**config.mk**
```make
export PLATFORM = sky130hd
export DESIGN_NAME = muldiv_unit
export DESIGN_NICKNAME = d
export VERILOG_FILES = /design/src/rtl/muldiv_unit.sv
export SDC_FILE = /design/constraint.sdc
export NUM_CORES = 1
export LEC_CHECK = 0
export ABC_CLOCK_PERIOD_IN_PS = 9600
export BUFFER_PORTS_ARGS = -buffer_cell sky130_fd_sc_hd__buf_4
export CORE_UTILIZATION = 60
export DETAILED_ROUTE_END_ITERATION = 10
export PLACE_DENSITY = 0.79
export SYNTH_ARGS = -nofsm -noshare
export SYNTH_HDL_FRONTEND = slang
export SYNTH_SLANG_ARGS = --single-unit
```
**constraint.sdc**
```tcl
create_clock -name clock -period 9.6 [get_ports clock]
set_clock_uncertainty 0.05 [all_clocks]
set_input_delay 1.44 -clock clock [delete_from_list [all_inputs] [get_ports clock]]
set_output_delay 1.44 -clock clock [all_outputs]
set_load 0.02 [all_outputs]
```
**src/rtl/muldiv_unit.sv**
```systemverilog
// Iterative RV32M/RV64M multiply/divide unit for the EX stage (shift-add multiplier, restoring divider).
// Define MULDIV_FAST_MUL_EN to replace the iterative multiplier with a single-cycle combinational one.
module muldiv_unit #(
  parameter int DATA_SIZE = 32
) (
  input  logic                 clock,
  input  logic                 reset_n,
  input  logic                 start,
  input  logic [2:0]           op,
  input  logic [DATA_SIZE-1:0] rs1_data,
  input  logic [DATA_SIZE-1:0] rs2_data,
  input  logic                 stall,
  input  logic                 flush,
  output logic                 busy,
  output logic                 rd_complete,
  output logic [DATA_SIZE-1:0] result
);

  localparam int W     = DATA_SIZE;
  localparam int CNT_W = $clog2(W) + 1;

  localparam logic [W-1:0]     ALL_ONES = {W{1'b1}};
  localparam logic [W-1:0]     MIN_NEG  = {1'b1, {(W-1){1'b0}}};
  localparam logic [W-1:0]     ONE_W    = {{(W-1){1'b0}}, 1'b1};
  localparam logic [2*W-1:0]   ONE_2W   = {{(2*W-1){1'b0}}, 1'b1};
  localparam logic [CNT_W-1:0] LAST_CNT = CNT_W'(W - 1);

  typedef enum logic [1:0] {
    ST_IDLE = 2'd0,
    ST_MUL  = 2'd1,
    ST_DIV  = 2'd2,
    ST_DONE = 2'd3
  } state_t;

  state_t           state_r, state_next_s;
  logic [2:0]       op_r;
  logic             neg_r;
  logic             rem_neg_r;
  logic [CNT_W-1:0] cnt_r;
  logic [W-1:0]     opb_r;
  logic [2*W-1:0]   acc_r;
  logic             busy_r;
  logic             rd_complete_r;
  logic [W-1:0]     result_r;

  logic             accept_s;
  logic             a_signed_s, b_signed_s;
  logic             sign_a_s, sign_b_s;
  logic [W-1:0]     mag_a_s, mag_b_s;
  logic             div_zero_s, div_ovf_s;
  logic             fast_path_s;
  logic [W-1:0]     fast_result_s;
  logic [W:0]       mul_sum_s;
  logic [2*W-1:0]   mul_next_s;
  logic [W:0]       div_shift_s, div_diff_s;
  logic             div_ge_s;
  logic [2*W-1:0]   div_next_s;
  logic [W-1:0]     mul_final_s, div_final_s;
`ifdef MULDIV_FAST_MUL_EN
  logic [2*W-1:0]   fast_prod_s;
`endif

  function automatic logic [W-1:0] negate_w(input logic [W-1:0] v);
    negate_w = ~v + ONE_W;
  endfunction

  // Sign-correct a magnitude product, then pick the half the funct3 asks for
  function automatic logic [W-1:0] mul_result(input logic [2:0] f, input logic [2*W-1:0] p,
                                              input logic neg);
    logic [2*W-1:0] s;
    s = neg ? (~p + ONE_2W) : p;
    if (f == 3'd0) begin
      mul_result = s[W-1:0];
    end else begin
      mul_result = s[2*W-1:W];
    end
  endfunction

  // Operand decode: signedness, magnitudes and special divide cases
  always_comb begin
    accept_s   = (state_r == ST_IDLE || state_r == ST_DONE) && start && !stall && !flush;
    a_signed_s = op[2] ? !op[0] : (op != 3'd3);
    b_signed_s = op[2] ? !op[0] : !op[1];
    sign_a_s   = a_signed_s & rs1_data[W-1];
    sign_b_s   = b_signed_s & rs2_data[W-1];
    mag_a_s    = sign_a_s ? negate_w(rs1_data) : rs1_data;
    mag_b_s    = sign_b_s ? negate_w(rs2_data) : rs2_data;
    div_zero_s = (rs2_data == {W{1'b0}});
    div_ovf_s  = op[2] & !op[0] & (rs1_data == MIN_NEG) & (rs2_data == ALL_ONES);
  end

`ifdef MULDIV_FAST_MUL_EN
  assign fast_prod_s = {{W{1'b0}}, mag_a_s} * {{W{1'b0}}, mag_b_s};
`endif

  // Single-cycle results: divide special cases and, optionally, the combinational multiplier
  always_comb begin
    fast_path_s   = 1'b0;
    fast_result_s = {W{1'b0}};
    if (op[2]) begin
      if (div_zero_s) begin
        fast_path_s   = 1'b1;
        fast_result_s = op[1] ? rs1_data : ALL_ONES;
      end else if (div_ovf_s) begin
        fast_path_s   = 1'b1;
        fast_result_s = op[1] ? {W{1'b0}} : rs1_data;
      end else begin
        fast_path_s   = 1'b0;
        fast_result_s = {W{1'b0}};
      end
    end else begin
`ifdef MULDIV_FAST_MUL_EN
      fast_path_s   = 1'b1;
      fast_result_s = mul_result(op, fast_prod_s, sign_a_s ^ sign_b_s);
`else
      fast_path_s   = 1'b0;
      fast_result_s = {W{1'b0}};
`endif
    end
  end

  // One iteration of each datapath; acc_r holds {product} or {remainder, quotient/dividend}
  always_comb begin
    mul_sum_s   = {1'b0, acc_r[2*W-1:W]} + (acc_r[0] ? {1'b0, opb_r} : {(W+1){1'b0}});
    mul_next_s  = {mul_sum_s, acc_r[W-1:1]};
    div_shift_s = {acc_r[2*W-1:W], acc_r[W-1]};
    div_diff_s  = div_shift_s - {1'b0, opb_r};
    div_ge_s    = (div_shift_s >= {1'b0, opb_r});
    div_next_s  = {(div_ge_s ? div_diff_s[W-1:0] : div_shift_s[W-1:0]), acc_r[W-2:0], div_ge_s};
    mul_final_s = mul_result(op_r, mul_next_s, neg_r);
    if (op_r[1]) begin
      div_final_s = rem_neg_r ? negate_w(div_next_s[2*W-1:W]) : div_next_s[2*W-1:W];
    end else begin
      div_final_s = neg_r ? negate_w(div_next_s[W-1:0]) : div_next_s[W-1:0];
    end
  end

  // Next-state logic: flush beats stall beats accept/iteration
  always_comb begin
    state_next_s = state_r;
    if (flush) begin
      state_next_s = ST_IDLE;
    end else if (stall) begin
      state_next_s = state_r;
    end else begin
      case (state_r)
        ST_IDLE, ST_DONE: begin
          if (start) begin
            if (fast_path_s) begin
              state_next_s = ST_DONE;
            end else if (op[2]) begin
              state_next_s = ST_DIV;
            end else begin
              state_next_s = ST_MUL;
            end
          end else begin
            state_next_s = ST_IDLE;
          end
        end
        ST_MUL:  state_next_s = (cnt_r == LAST_CNT) ? ST_DONE : ST_MUL;
        ST_DIV:  state_next_s = (cnt_r == LAST_CNT) ? ST_DONE : ST_DIV;
        default: state_next_s = ST_IDLE;
      endcase
    end
  end

  // State register with registered status outputs derived from the next state
  always_ff @(posedge clock or negedge reset_n) begin
    if (!reset_n) begin
      state_r       <= ST_IDLE;
      busy_r        <= 1'b0;
      rd_complete_r <= 1'b0;
    end else begin
      state_r       <= state_next_s;
      busy_r        <= (state_next_s == ST_MUL) || (state_next_s == ST_DIV);
      rd_complete_r <= (state_next_s == ST_DONE);
    end
  end

  // Datapath: load on accept, iterate in MUL/DIV, capture the result on the way to DONE
  always_ff @(posedge clock or negedge reset_n) begin
    if (!reset_n) begin
      op_r      <= 3'd0;
      neg_r     <= 1'b0;
      rem_neg_r <= 1'b0;
      cnt_r     <= {CNT_W{1'b0}};
      opb_r     <= {W{1'b0}};
      acc_r     <= {(2*W){1'b0}};
      result_r  <= {W{1'b0}};
    end else if (!flush && !stall) begin
      if (accept_s) begin
        op_r      <= op;
        neg_r     <= sign_a_s ^ sign_b_s;
        rem_neg_r <= sign_a_s;
        cnt_r     <= {CNT_W{1'b0}};
        if (op[2]) begin
          opb_r <= mag_b_s;
          acc_r <= {{W{1'b0}}, mag_a_s};
        end else begin
          opb_r <= mag_a_s;
          acc_r <= {{W{1'b0}}, mag_b_s};
        end
        if (fast_path_s) begin
          result_r <= fast_result_s;
        end
      end else if (state_r == ST_MUL) begin
        acc_r <= mul_next_s;
        cnt_r <= cnt_r + {{(CNT_W-1){1'b0}}, 1'b1};
        if (cnt_r == LAST_CNT) begin
          result_r <= mul_final_s;
        end
      end else if (state_r == ST_DIV) begin
        acc_r <= div_next_s;
        cnt_r <= cnt_r + {{(CNT_W-1){1'b0}}, 1'b1};
        if (cnt_r == LAST_CNT) begin
          result_r <= div_final_s;
        end
      end
    end
  end

  assign busy        = busy_r;
  assign rd_complete = rd_complete_r;
  assign result      = result_r;

endmodule

```
==> results.ini <==
[final_layout]
fillers = 2401
nets = 2453
multi_input_area_um2 = 12400
diodes = 0
final_area_um2 = 18200
seqCellArea_um2 = 3580
layout-drive-gt1-share = 0.0928
syn2layout_area_growth_pct = 8.16
final_core_util = 0.669

[sta]
rsz0062_at_grt = false
worst_slew_pin_slew_ns = 1.29
max_freq_mhz = 174
slew_violations = 0
tns_ns = 0
worst_slew_margin_rel = 0.133
min_period_ns = 5.74
fin_ws_ns = 3.86
hold_ws_ns = 0.434
setup_viol = 0
hold_violations = 0
min_period_over_period = 0.598

[routing]
met2_length_um = 25900
vias = 18352
drc = 0
wl_met1_um = 25500
wl_met3_um = 8030
routedWlPerCell_um = 23.1
wirelength_um = 62200
avgViaCountPerCell = 6.82
route.top_layer_used = met5
drtIter0Drc = 2276
antenna_left = 0
drt_first_pass_iters = 8

[placed_design]
gp_congestion = 1.04
pre_cts_ws_ns = 3.86
io_buffers = 105
dp_hpwl_um = 46900
placed_area_um2 = 17600

[setup_path]
cpMaxStageDelayCell = nor3_1
timing.rr.end = result[29]
critPathCaptureType = register
r2r_setup_slack_ns = 3.86
critical_path.max_stage_delay_ns = 0.61
worstPathCellList = clkinv_1 -> buf_4 -> nor2_1 -> fa_1 -> xor2_1 -> or4_1 -> nor4_1 -> nand4_1 -> nor3_1 -> nand3_1 -> nor3_1 -> nand4_1 -> o41ai_1 -> mux2i_1 -> a21oi_1 -> a31oi_1
crit_arrival_ns = 6.06
path_buf_inv = 2
r2r_start = acc_r[0]
crit_fanout = 36
path_class = reg -> reg
rr_worst_depth = 16
required_ns = 9.92
worst_setup_path_start_kind = register
path_delay_family = simple AND/OR/NAND/NOR gates

[global_route]
grt_max_degree = 100
antenna_found_initial = 4
grt_pass1_vias = 16950
groute.usage.overall = 0.433
overflow = 0
grt_pass1_wl_um = 95500

[clocking]
cts_buffers = 17
cts_resized = 0
cts.path.max_buffers = 2
cts_tree = done
clkSinkCount = 143
clock_latency_ns = 0.45
postCtsHoldBufs = 0
cts-root-buf = clkbuf_16
htreeDepth = 4
post_cts_buffers = 0
cts.clk_slew.worst_paths_ns = 0.08

[die]
rows = 60
dieArea_um2 = 28800
die_w_um = 170
coreArea_um2 = 27300
die_h_um = 170
io_pins = 106
initial_utilization = 0.618

[power]
p_per_area_nw_per_um2 = 181
power.share.clock = 0.214
vdd_drop_max_uv = 127
intPower_uw = 1710
p_leak_uw = 0.00767
sw_frac_of_total = 0.481
p_sw_uw = 1590
combPwrFrac = 0.533
p_seq_frac = 0.253

[logic_synthesis]
synth_top_cell_area_share = 0.212
synth.net_count = 2474
yosysTopAreaCell = dfrtp_1
netlist-cell-type-count = 96
async_flop_share = 1.00
ys_warn_count = 0
netlist_area_um2 = 16900
synth-edff-count = 0
synth_area_leaders = dfrtp_1, o21ai_0, xnor2_1, nand2_1, a21oi_1
yosysMostFrequentCell = nand2_1
ys_ff_latch = 143
seq_area_frac_synth = 0.212
syn-instance-count = 2326
synth_area_per_cell_um2 = 7.25
synthTopCellsByCount = nand2_1, nor2_1, o21ai_0, a21oi_1, dfrtp_1
synth_ff_type = dfrtp_1

[hold_path]
hold_depth = 2
hold_start = result[15]
whs_endpoint = result[15]
hp-class = reg -> reg

[status]
status = completed

[run]
max_cap_viol_count = 0

-- through the flow --
step,instances,power (uW)
4_1_cts,2689,3230
5_1_grt,2689,3460
3_5_place_dp,2658,2520
3_3_place_gp,2658,2490
2_1_floorplan,2326,2070
6_report,2689,3300
-- how the worst max path moves through the flow --
stage            endpoint  cells past startpoint  slack, ns        start
6_report       result[29]                     16       3.86     acc_r[0]
5_1_grt        result[29]                     16       3.66     acc_r[0]
4_1_cts        result[29]                     16       4.02     acc_r[0]
3_5_place_dp   result[17]                     13       3.86  rs1_data[8]
3_3_place_gp   result[28]                     13       3.98  rs1_data[8]
2_1_floorplan  result[30]                     23       4.75    acc_r[31]
-- cell usage in the layout (no fill, tap or decap), types with 10 or more instances in the layout --
cell type  instances
or3_1             27
and3_1            19
a211oi_1          26
nand2_1          278
nor4_1            14
a31oi_1           24
or4_1             14
nand2b_1          10
a211o_1           10
o221ai_1          14
o31ai_1           35
o21a_1            11
o41ai_1           19
a22o_1            20
mux2i_1           69
a21o_1            28
inv_1             67
nand4_1           28
clkbuf_16         17
o211ai_1          52
xnor2_1          132
xor2_1            89
and2_1            19
nor3_1            48
dfrtp_1          142
nor2_1           242
nand3_1           43
o21ai_0          234
buf_4            125
ha_1              73
a21oi_1          204
or2_2             12
-- registers in the layout, summed over array words and instances, names as in the netlist --
| register | count |
|---|---|
| acc_r | 64 |
| opb_r | 32 |
| result | 32 |
| cnt_r | 6 |
| op_r | 3 |
| state_r | 2 |
| busy | 1 |
| neg_r | 1 |
| rd_complete | 1 |
| rem_neg_r | 1 |
-- power by group through the flow --
stage          combinational, uW  sequential, uW  clock [uW]
2_1_floorplan               1340             732           0
3_3_place_gp                1660             833           0
3_5_place_dp                1680             837           0
4_1_cts                     1700             827         702
5_1_grt                     1890             847         720
6_report                    1760             836         707
-- worst reg2reg max path, stage by stage (launching register included) --
cell and delay [ns]:
dfrtp_1 0.40, clkinv_1 0.05, buf_4 0.40, nor2_1 0.16
fa_1 0.48, xor2_1 0.24, or4_1 0.55, nor4_1 0.47
nand4_1 0.25, nor3_1 0.43, nand3_1 0.23, nor3_1 0.61
nand4_1 0.36, o41ai_1 0.41, mux2i_1 0.31, a21oi_1 0.10
a31oi_1 0.14
-- cell families (layout without fill, tap and decap cells) --
kind of cell    Yosys count  count (layout)  synth area share
buf+inv                 235             226            0.0553
fa+ha+maj                76              76            0.0573
compound gates          772             772             0.290
flops                   143             143             0.212
mux                      78              78            0.0477
xor+xnor                221             221             0.115
simple gates            801             801             0.223
-- routing by layer --
layer,vias up,track usage
met3,189,0.104
met4,2,0.184
met2,1180,0.641
met1,8600,0.599
met5,-,0
li1,8381,-
-- final cells by class --
type                            count  area share
Clock buffer                       18      0.0241
Clock inverter                     13     0.00851
Inverter                           69      0.0142
Multi-Input combinational cell   1948       0.679
Sequential cell                   143       0.196
Tap cell                          372      0.0255
Timing Repair Buffer              126      0.0521
No activity file was read; power rests on OpenSTA's default activity.
